## src/rtl/pio_sm_ctrl.sv

```systemverilog
// ---------------------------------------------------------------------------
// pio_sm_ctrl
//
// Host-facing control block for a bank of PIO state machines. It holds the
// per-machine enable, restart pulse and clock divisor, the shared IRQ flags
// and the IRQ mask. It can also inject one host "immediate" instruction into
// a single machine at a time, using a small IDLE/ISSUE/DONE handshake.
//
// Optional feature macro: PIO_SM_CTRL_EXEC_EN
//   defined     -> EXEC register and injection FSM are present
//   not defined -> sm_imm/imm_instr tie to 0, EXEC writes are ignored,
//                  EXEC and STATUS busy/EXEC_OVF read 0
//
// Ports
//   clk, reset     system clock; synchronous active-high reset
//   wr_en/addr/data  host register write (word address 0..7)
//   rd_addr/rd_data  host register read, rd_data registered (1-cycle latency)
//   sm_penable     per-machine divided-clock enable
//   sm_stalled     per-machine stall indication
//   irq_set/clr    OR of machine IRQ set/clear strobes
//   sm_en          machine enable (CTRL EN, forced on while injecting)
//   sm_restart     one-cycle restart pulse per machine
//   sm_div         packed 24-bit divisors, machine n at [24n+23:24n]
//   sm_imm         immediate-instruction select, one-hot
//   imm_instr      instruction being injected
//   irq_flags      shared IRQ flags
//   irq_out        host interrupt, |(irq_flags[3:0] & IRQ_MASK)
//
// Register map
//   0 CTRL    [3:0] EN, [7:4] RESTART (write-1 pulse, reads 0)
//   1 IRQ     [7:0] flags (W1C), [11:8] IRQ_MASK
//   2 EXEC    [15:0] instr, [17:16] target
//   3 STATUS  [0] busy, [7:4] sm_stalled, [8] EXEC_OVF (W1C)
//   4..7      CLKDIV_n [23:0]
// ---------------------------------------------------------------------------
module pio_sm_ctrl #(
    parameter int NUM_SM = 4
) (
    input  logic                 clk,
    input  logic                 reset,
    input  logic                 wr_en,
    input  logic [2:0]           wr_addr,
    input  logic [31:0]          wr_data,
    input  logic [2:0]           rd_addr,
    output logic [31:0]          rd_data,
    input  logic [NUM_SM-1:0]    sm_penable,
    input  logic [NUM_SM-1:0]    sm_stalled,
    input  logic [7:0]           irq_set,
    input  logic [7:0]           irq_clr,
    output logic [NUM_SM-1:0]    sm_en,
    output logic [NUM_SM-1:0]    sm_restart,
    output logic [24*NUM_SM-1:0] sm_div,
    output logic [NUM_SM-1:0]    sm_imm,
    output logic [15:0]          imm_instr,
    output logic [7:0]           irq_flags,
    output logic                 irq_out
);

    localparam logic [2:0] A_CTRL   = 3'd0;
    localparam logic [2:0] A_IRQ    = 3'd1;
    localparam logic [2:0] A_EXEC   = 3'd2;
    localparam logic [2:0] A_STATUS = 3'd3;

    // -----------------------------------------------------------------------
    // Write decode
    // -----------------------------------------------------------------------
    logic wr_ctrl, wr_irq, wr_exec, wr_status;

    assign wr_ctrl   = wr_en && (wr_addr == A_CTRL);
    assign wr_irq    = wr_en && (wr_addr == A_IRQ);
    assign wr_exec   = wr_en && (wr_addr == A_EXEC);
    assign wr_status = wr_en && (wr_addr == A_STATUS);

    // -----------------------------------------------------------------------
    // Configuration / flag registers
    // -----------------------------------------------------------------------
    logic [NUM_SM-1:0]       en_q, en_d;
    logic [NUM_SM-1:0]       restart_q, restart_d;
    logic [NUM_SM-1:0][23:0] div_q, div_d;
    logic [3:0]              mask_q, mask_d;
    logic [7:0]              flags_q, flags_d;
    logic [31:0]             rd_data_q, rd_data_d;

    always_comb begin
        en_d      = en_q;
        mask_d    = mask_q;
        div_d     = div_q;
        restart_d = '0;
        if (wr_ctrl) begin
            en_d      = wr_data[NUM_SM-1:0];
            restart_d = wr_data[4 +: NUM_SM];
        end
        if (wr_irq) begin
            mask_d = wr_data[11:8];
        end
        for (int n = 0; n < NUM_SM; n++) begin
            if (wr_en && (wr_addr == 3'(4 + n))) begin
                div_d[n] = wr_data[23:0];
            end
        end
        // Set wins over both the host W1C and the machine clear strobes.
        flags_d = (flags_q & ~(wr_irq ? wr_data[7:0] : 8'd0) & ~irq_clr) | irq_set;
    end

    always_ff @(posedge clk) begin
        if (reset) begin
            en_q      <= '0;
            restart_q <= '0;
            div_q     <= {NUM_SM{24'd1}};
            mask_q    <= '0;
            flags_q   <= '0;
            rd_data_q <= '0;
        end else begin
            en_q      <= en_d;
            restart_q <= restart_d;
            div_q     <= div_d;
            mask_q    <= mask_d;
            flags_q   <= flags_d;
            rd_data_q <= rd_data_d;
        end
    end

    // -----------------------------------------------------------------------
    // Immediate-instruction injection
    // -----------------------------------------------------------------------
    logic [NUM_SM-1:0] imm_sel;
    logic [15:0]       imm_word;
    logic              busy;
    logic              exec_ovf;
    logic [31:0]       exec_rd;

`ifdef PIO_SM_CTRL_EXEC_EN
    typedef enum logic [1:0] {
        S_IDLE  = 2'd0,
        S_ISSUE = 2'd1,
        S_DONE  = 2'd2
    } state_e;

    state_e            state_q, state_d;
    logic [15:0]       instr_q, instr_d;
    logic [1:0]        tgt_q, tgt_d;
    logic              ovf_q, ovf_d;
    logic [NUM_SM-1:0] tgt_oh;
    logic              tgt_ok;
    logic              go;
    logic              abort;

    assign tgt_oh = NUM_SM'(1) << tgt_q;
    assign tgt_ok = ({30'd0, wr_data[17:16]} < 32'(NUM_SM));
    // Injection completes on the first penable where the target is not stalled.
    assign go     = |(sm_penable & ~sm_stalled & tgt_oh);
    // Restarting the target machine cancels a pending injection.
    assign abort  = wr_ctrl && |(wr_data[4 +: NUM_SM] & tgt_oh);

    // State register
    always_ff @(posedge clk) begin
        if (reset) begin
            state_q <= S_IDLE;
            instr_q <= '0;
            tgt_q   <= '0;
            ovf_q   <= 1'b0;
        end else begin
            state_q <= state_d;
            instr_q <= instr_d;
            tgt_q   <= tgt_d;
            ovf_q   <= ovf_d;
        end
    end

    // Next-state logic
    always_comb begin
        state_d = state_q;
        instr_d = instr_q;
        tgt_d   = tgt_q;
        ovf_d   = ovf_q & ~(wr_status && wr_data[8]);
        case (state_q)
            S_IDLE: begin
                if (wr_exec) begin
                    if (tgt_ok) begin
                        state_d = S_ISSUE;
                        instr_d = wr_data[15:0];
                        tgt_d   = wr_data[17:16];
                    end else begin
                        ovf_d = 1'b1;
                    end
                end
            end
            S_ISSUE: begin
                if (wr_exec) ovf_d = 1'b1;
                if (abort) begin
                    state_d = S_IDLE;
                end else if (go) begin
                    state_d = S_DONE;
                end
            end
            S_DONE: begin
                if (wr_exec) ovf_d = 1'b1;
                state_d = S_IDLE;
            end
            default: state_d = S_IDLE;
        endcase
    end

    // Output logic
    always_comb begin
        imm_sel  = '0;
        imm_word = '0;
        if (state_q == S_ISSUE) begin
            imm_sel  = tgt_oh;
            imm_word = instr_q;
        end
    end

    assign busy     = (state_q != S_IDLE);
    assign exec_ovf = ovf_q;
    assign exec_rd  = {16'd0, instr_q};
`else
    assign imm_sel  = '0;
    assign imm_word = '0;
    assign busy     = 1'b0;
    assign exec_ovf = 1'b0;
    assign exec_rd  = '0;
`endif

    // -----------------------------------------------------------------------
    // Read mux (registered)
    // -----------------------------------------------------------------------
    always_comb begin
        rd_data_d = '0;
        case (rd_addr)
            A_CTRL:   rd_data_d = {28'd0, 4'(en_q)};
            A_IRQ:    rd_data_d = {20'd0, mask_q, flags_q};
            A_EXEC:   rd_data_d = exec_rd;
            A_STATUS: rd_data_d = {23'd0, exec_ovf, 4'(sm_stalled), 3'd0, busy};
            default: begin
                for (int n = 0; n < NUM_SM; n++) begin
                    if (rd_addr == 3'(4 + n)) rd_data_d = {8'd0, div_q[n]};
                end
            end
        endcase
    end

    // Not every write-data bit maps to a register field.
    logic unused_ok;
    assign unused_ok = ^{wr_data, sm_penable, sm_stalled};

    // -----------------------------------------------------------------------
    // Outputs
    // -----------------------------------------------------------------------
    // The injection force-enable overrides a concurrent EN clear.
    assign sm_en      = en_q | imm_sel;
    assign sm_restart = restart_q;
    assign sm_div     = div_q;
    assign sm_imm     = imm_sel;
    assign imm_instr  = imm_word;
    assign irq_flags  = flags_q;
    assign irq_out    = |(flags_q[3:0] & mask_q);
    assign rd_data    = rd_data_q;

endmodule

```

## config.mk

```make
export PLATFORM = sky130hd
export DESIGN_NAME = pio_sm_ctrl
export DESIGN_NICKNAME = d
export VERILOG_FILES = /design/src/rtl/pio_sm_ctrl.sv
export SDC_FILE = /design/constraint.sdc
export NUM_CORES = 1
export LEC_CHECK = 0
export CAP_MARGIN = 15
export CORE_UTILIZATION = 35
export CTS_BUF_LIST = sky130_fd_sc_hd__clkbuf_2
export CTS_CLUSTER_DIAMETER = 60
export CTS_CLUSTER_SIZE = 10
export DETAILED_ROUTE_END_ITERATION = 6
export PLACE_DENSITY = 0.63
export SYNTH_ARGS = -nofsm -noshare
export SYNTH_HDL_FRONTEND = slang
export SYNTH_SLANG_ARGS = --single-unit
```

## constraint.sdc

```tcl
create_clock -name clk -period 1.8 [get_ports clk]
set_clock_uncertainty 0.05 [all_clocks]
set_input_delay 0.36 -clock clk [delete_from_list [all_inputs] [get_ports clk]]
set_output_delay 0.36 -clock clk [all_outputs]
set_load 0.02 [all_outputs]
```

# Word-level counts from Yosys, hierarchy flattened
# Cells that the tools add are included.
dict set report totals {
  inputBits 65
  wordCells 44
  register_bits 148
  out_inout_bits 165
}
dict set report op_classes {
  bitwise 7
  eq_ne 12
  n_mux 6
  reduce_logical 10
}
# operator n
set op_table {}
lappend op_table {{$pmux W32 S4} 1}
lappend op_table {{$mux W32} 3}
lappend op_table {{$eq A3 B3 Y1 const B} 8}
lappend op_table {{$mux W24} 1}
lappend op_table {{$and A8 B8 Y8} 2}
lappend op_table {{$not A8 Y8} 2}
lappend op_table {{$mux W8} 1}
lappend op_table {{$or A8 B8 Y8} 1}
lappend op_table {{$eq A3 B1 Y1 const B} 2}
lappend op_table {{$eq A3 B2 Y1 const B} 2}
lappend op_table {{$logic_and A1 B1 Y1} 6}
lappend op_table {{$logic_not A3 Y1} 2}
lappend op_table {{$and A4 B4 Y4} 1}
lappend op_table {{$reduce_or A4 Y1} 1}
lappend op_table {{$reduce_or A2 Y1} 1}
lappend op_table {{$not A1 Y1} 1}

# Depth between registers and ports, before layout
dict set report logic_depth {
  word_depth 7
  mapped_depth 6
  mapped_depth_nobuf 3
}

# Worst setup path before layout
# OpenSTA, ideal clock, no wires.
dict set report synth_timing {
  path_kind {in2reg}
  from {in rd_addr[0]}
  to {reg rd_data_q[4], in the netlist rd_data[4]}
  path_buffers 2
  arrival_ps 1220
  t_required_ps 1621
  cell_stages 5
  path_slack_ps 401
  path_cell_list {buf_4 buf_2 mux2_2 o22ai_1 nor3_1}
}
dict set report synth_between {
  elab_chain_len 6
}
# item line
set synth_lines {}
lappend synth_lines {{from (decl)} 44} ;# input logic [2:0] rd_addr,
lappend synth_lines {{$eq A3 B3 Y1} 237} ;# if (rd_addr == 3'(4 + n)) rd_data_d = {8'd0, div_q[n]};
lappend synth_lines {{$mux W24} 237}
lappend synth_lines {{$mux W32 (3 in series)} 237}
lappend synth_lines {{$pmux W32 S4 *} 230} ;# case (rd_addr)
lappend synth_lines {{to (signal assigned)} 119} ;# rd_data_q <= rd_data_d;
lappend synth_lines {{to (decl)} 82} ;# logic [31:0] rd_data_q, rd_data_d;
# Mark *: on every way between the ends. The rest lies on a longest branch, timed or not.
# A chain may end at the register's enable or synchronous reset.

# Worst setup path after layout
dict set report layout_timing {
  from {reg flags_q[2], in the netlist irq_flags[2]}
  to {out irq_out}
}
dict set report layout_between {
  elab_chain_len 2
}
# item line
set layout_lines {}
lappend layout_lines {{from (decl)} 81} ;# logic [7:0] flags_q, flags_d;
lappend layout_lines {{from (signal assigned)} 118} ;# flags_q <= flags_d;
lappend layout_lines {{$and A4 B4 Y4} 257} ;# assign irq_out = |(flags_q[3:0] & mask_q);
lappend layout_lines {{$reduce_or A4 Y1} 257}
lappend layout_lines {{to (decl)} 56} ;# output logic irq_out
# No other way between the ends.

==> impl_metrics.json <==
{
  "place_hpwl_mm": 13.1,
  "run_status": "complete, but fails checks",
  "leading_cell_types_in_the_layout_fill_and_taps_excluded": "sky130_fd_sc_hd__nand2_1 (196), sky130_fd_sc_hd__buf_2 (132), sky130_fd_sc_hd__a21oi_1 (120)",
  "tritoncts_num_sinks": 140,
  "required_ps": 1390,
  "worst_path_max_delay_cell": "sky130_fd_sc_hd__dfxtp_4",
  "grt_first_pass_wirelength_mm": 30.5,
  "placementRows": 47,
  "post_synth_instance_area_um2": 5920,
  "hp-class": "in2reg",
  "unrepaired_setup_endpoints_after_global_routing": "true",
  "pin_count_of_the_biggest_net_entering_global_routing": 84,
  "antenna_violations_before_repair": 0,
  "cell_count_of_the_worst_reg_to_reg_path": 4,
  "cpPeakStageDelay_ps": 400,
  "clkPwrFrac_pct": 34.7,
  "drt-pass1-iter-count": 5,
  "failed_checks": "setup timing",
  "net-switching-power_w": 0.00174,
  "critical_path_depth": 3,
  "tritoncts": "built",
  "finalHoldWorstSlack_ps": 104,
  "timing_worst_setup_path_type": "reg2out",
  "final_layout_size_suffix_gt1_share_pct": 44.7,
  "crit_path_start_kind": "register",
  "route.antenna.remaining_nets": 0,
  "cts.clk_slew.worst_paths_ps": 210,
  "yosys_warnings": 0,
  "critPathBufInv": 1,
  "internal_power_w": 0.00465,
  "end_kind": "output port",
  "final_common_cell": "sky130_fd_sc_hd__nand2_1",
  "layout_setup_ws_ps": -102,
  "ys.flop_type": "sky130_fd_sc_hd__dfxtp_1",
  "timing.setup.tns_ps": -102,
  "dp_slack_ps": -219,
  "diodes": 0,
  "via_count": 5697,
  "core-area_um2": 16500,
  "die_area_um2": 17400,
  "max_clock_freq_mhz": 526,
  "drc": 0,
  "design.portCount": 230,
  "setup_violations": 1,
  "clk_latency_ps": 690,
  "gr-total-overflow": 0,
  "htreeDepth": 4,
  "synth_area_leaders": "sky130_fd_sc_hd__dfxtp_1 (47%), sky130_fd_sc_hd__nand2_1 (12%), sky130_fd_sc_hd__a21oi_1 (10%), sky130_fd_sc_hd__buf_4 (4.7%), sky130_fd_sc_hd__mux2_2 (3.6%)",
  "edff_count_synth": 0,
  "synthToLayoutAreaGrowth_pct": 43.7,
  "share_comb_of_total_power_pct": 14.5,
  "design.final.nets": 1011,
  "yosys.area.top_type_share_pct": 47.3,
  "cts_made_buffers": 17,
  "maxCapViolCount": 0,
  "top_cell_family_by_delay_on_the_critical_path": "flip-flops",
  "fin_crit_ps": 1900,
  "synth-seq-cells": 140,
  "post_drt_wl_per_cell_um": 16.8,
  "utilization_pct": 51.5,
  "share_seq_of_total_power_pct": 50.8,
  "slew_violations": 0,
  "grt_usage_pct": 22.8,
  "synth.lib_cells_used.distinct": 37,
  "port_buffers": 189,
  "ctsRootBufferMaster": "sky130_fd_sc_hd__clkbuf_2",
  "synth-async-reset-ratio_pct": 0,
  "die-height_um": 132,
  "cellPowerDensity_nw_per_um2": 751,
  "vdd_ir_drop_max_mv": 0.580,
  "floorplan.die.width_um": 132,
  "netlist.top_cell.by_area": "sky130_fd_sc_hd__dfxtp_1",
  "avgSynthCellArea_um2": 8.72,
  "initial_core_utilization_pct": 35.8,
  "place_congestion": 0.768,
  "ctsLongestPathBuffers": 2,
  "total_power_w": 0.00639,
  "grt_pass1_vias": 5411,
  "power.share.switching_pct": 27.3,
  "static-leakage-power_nw": 3.83,
  "hold_violations": 0,
  "drt-vias-per-instance": 4.83,
  "drt_wl_total_mm": 19.9,
  "worst-endpoint-arrival_ps": 1490,
  "synth_seq_area_share_pct": 47.3,
  "layout_worst_path_cycle_share_pct": 106,
  "starting_drt_drc_count": 395,
  "worstPathMaxFanout": 2,
  "postSynthCellCount": 679,
  "whs_path_depth": 3,
  "crit_path_cell_trace": "a22oi_2 > nand2_2 > buf_6"
}
## per-stage QoR
| stage | cell area (µm²) | cells |
|---|---|---|
| 6_report | 8510 | 1179 |
| 5_1_grt | 8510 | 1179 |
| 3_5_place_dp | 8220 | 1082 |
| 3_3_place_gp | 8220 | 1082 |
| 4_1_cts | 8580 | 1174 |
| 2_1_floorplan | 6020 | 706 |
## path summary, 6_finish.rpt
kind           startpoint      endpoint  slack (ps)
min reg2reg    sm_div[22]    sm_div[22]         430
min            irq_set[4]  irq_flags[4]         100
max          irq_flags[2]       irq_out        -100
max reg2reg    sm_div[58]   rd_data[10]         440
## power groups by stage
stage | Clock, W | Sequential [W] | Combinational, W
final | 0.00222 | 0.00325 | 0.000929
after detailed placement | 0 | 0.00331 | 0.000939
after CTS | 0.00225 | 0.00325 | 0.000929
after global placement | 0 | 0.00331 | 0.000937
after global routing | 0.00240 | 0.00326 | 0.000991
after floorplan | 0 | 0.00340 | 0.000414
## registers in the layout, indices dropped and copies added, names as in the netlist
register    flops
sm_restart      4
rd_data        24
sm_en           4
mask_q          4
sm_div         96
irq_flags       8
## worst register-to-register path: cells and delay by family, from the launching register on
kind / cells / cell delay (ps)
flops: 1 / 360
buf+inv: 1 / 130
mux: 1 / 510
compound gates: 1 / 190
simple gates: 1 / 50
## synth_stat cells, types with 2 or more instances
master	instances
sky130_fd_sc_hd__nand3b_1	5
sky130_fd_sc_hd__nand2_1	197
sky130_fd_sc_hd__and4b_2	2
sky130_fd_sc_hd__inv_1	18
sky130_fd_sc_hd__buf_2	17
sky130_fd_sc_hd__mux2_2	19
sky130_fd_sc_hd__mux2i_1	20
sky130_fd_sc_hd__a22oi_1	2
sky130_fd_sc_hd__buf_1	4
sky130_fd_sc_hd__buf_6	10
sky130_fd_sc_hd__o22ai_1	6
sky130_fd_sc_hd__dfxtp_1	140
sky130_fd_sc_hd__mux4_1	4
sky130_fd_sc_hd__o221ai_1	11
sky130_fd_sc_hd__nor3_1	6
sky130_fd_sc_hd__a211o_1	8
sky130_fd_sc_hd__nor2_1	12
sky130_fd_sc_hd__mux4_2	3
sky130_fd_sc_hd__a21oi_1	120
sky130_fd_sc_hd__and2_1	5
sky130_fd_sc_hd__a21oi_2	2
sky130_fd_sc_hd__buf_4	37
sky130_fd_sc_hd__nor4bb_1	4
sky130_fd_sc_hd__nand4b_1	2
sky130_fd_sc_hd__clkbuf_1	13
## metal layers
layer | GRT usage [%] | vias to the layer above | wire length, µm
met5 | 0 | - | 0
met4 | 5.88 | 0 | 165
met3 | 6.00 | 14 | 1460
met2 | 38.4 | 225 | 9640
met1 | 28.7 | 2683 | 8590
li1 | - | 2775 | -
## timing repair
action	4_1_cts	5_1_grt
hold buffers	1	0
buffers inserted	59	5
pin swaps	1	1
gates resized for setup	641	40
setup endpoints to repair	137	31
hold endpoints to repair	2	0
## cells by family after synthesis
| logic type | after synthesis | synth area share [%] |
|---|---|---|
| other | 1 | 0.0633 |
| flip-flops | 140 | 47.3 |
| buffers and inverters | 99 | 10.2 |
| AO/OA/AOI/OAI | 150 | 14.3 |
| multiplexers | 46 | 9.91 |
| AND/OR/NAND/NOR | 243 | 18.2 |
## cell type report
class,count,area [µm²]
Fill cell,1626,8010
Clock buffer,19,95.1
Sequential cell,140,2950
Inverter,18,67.6
Tap cell,220,275
Multi-Input combinational cell,467,2630
Clock inverter,13,198
Timing Repair Buffer,302,2290
(Power assumes the default switching activity.)
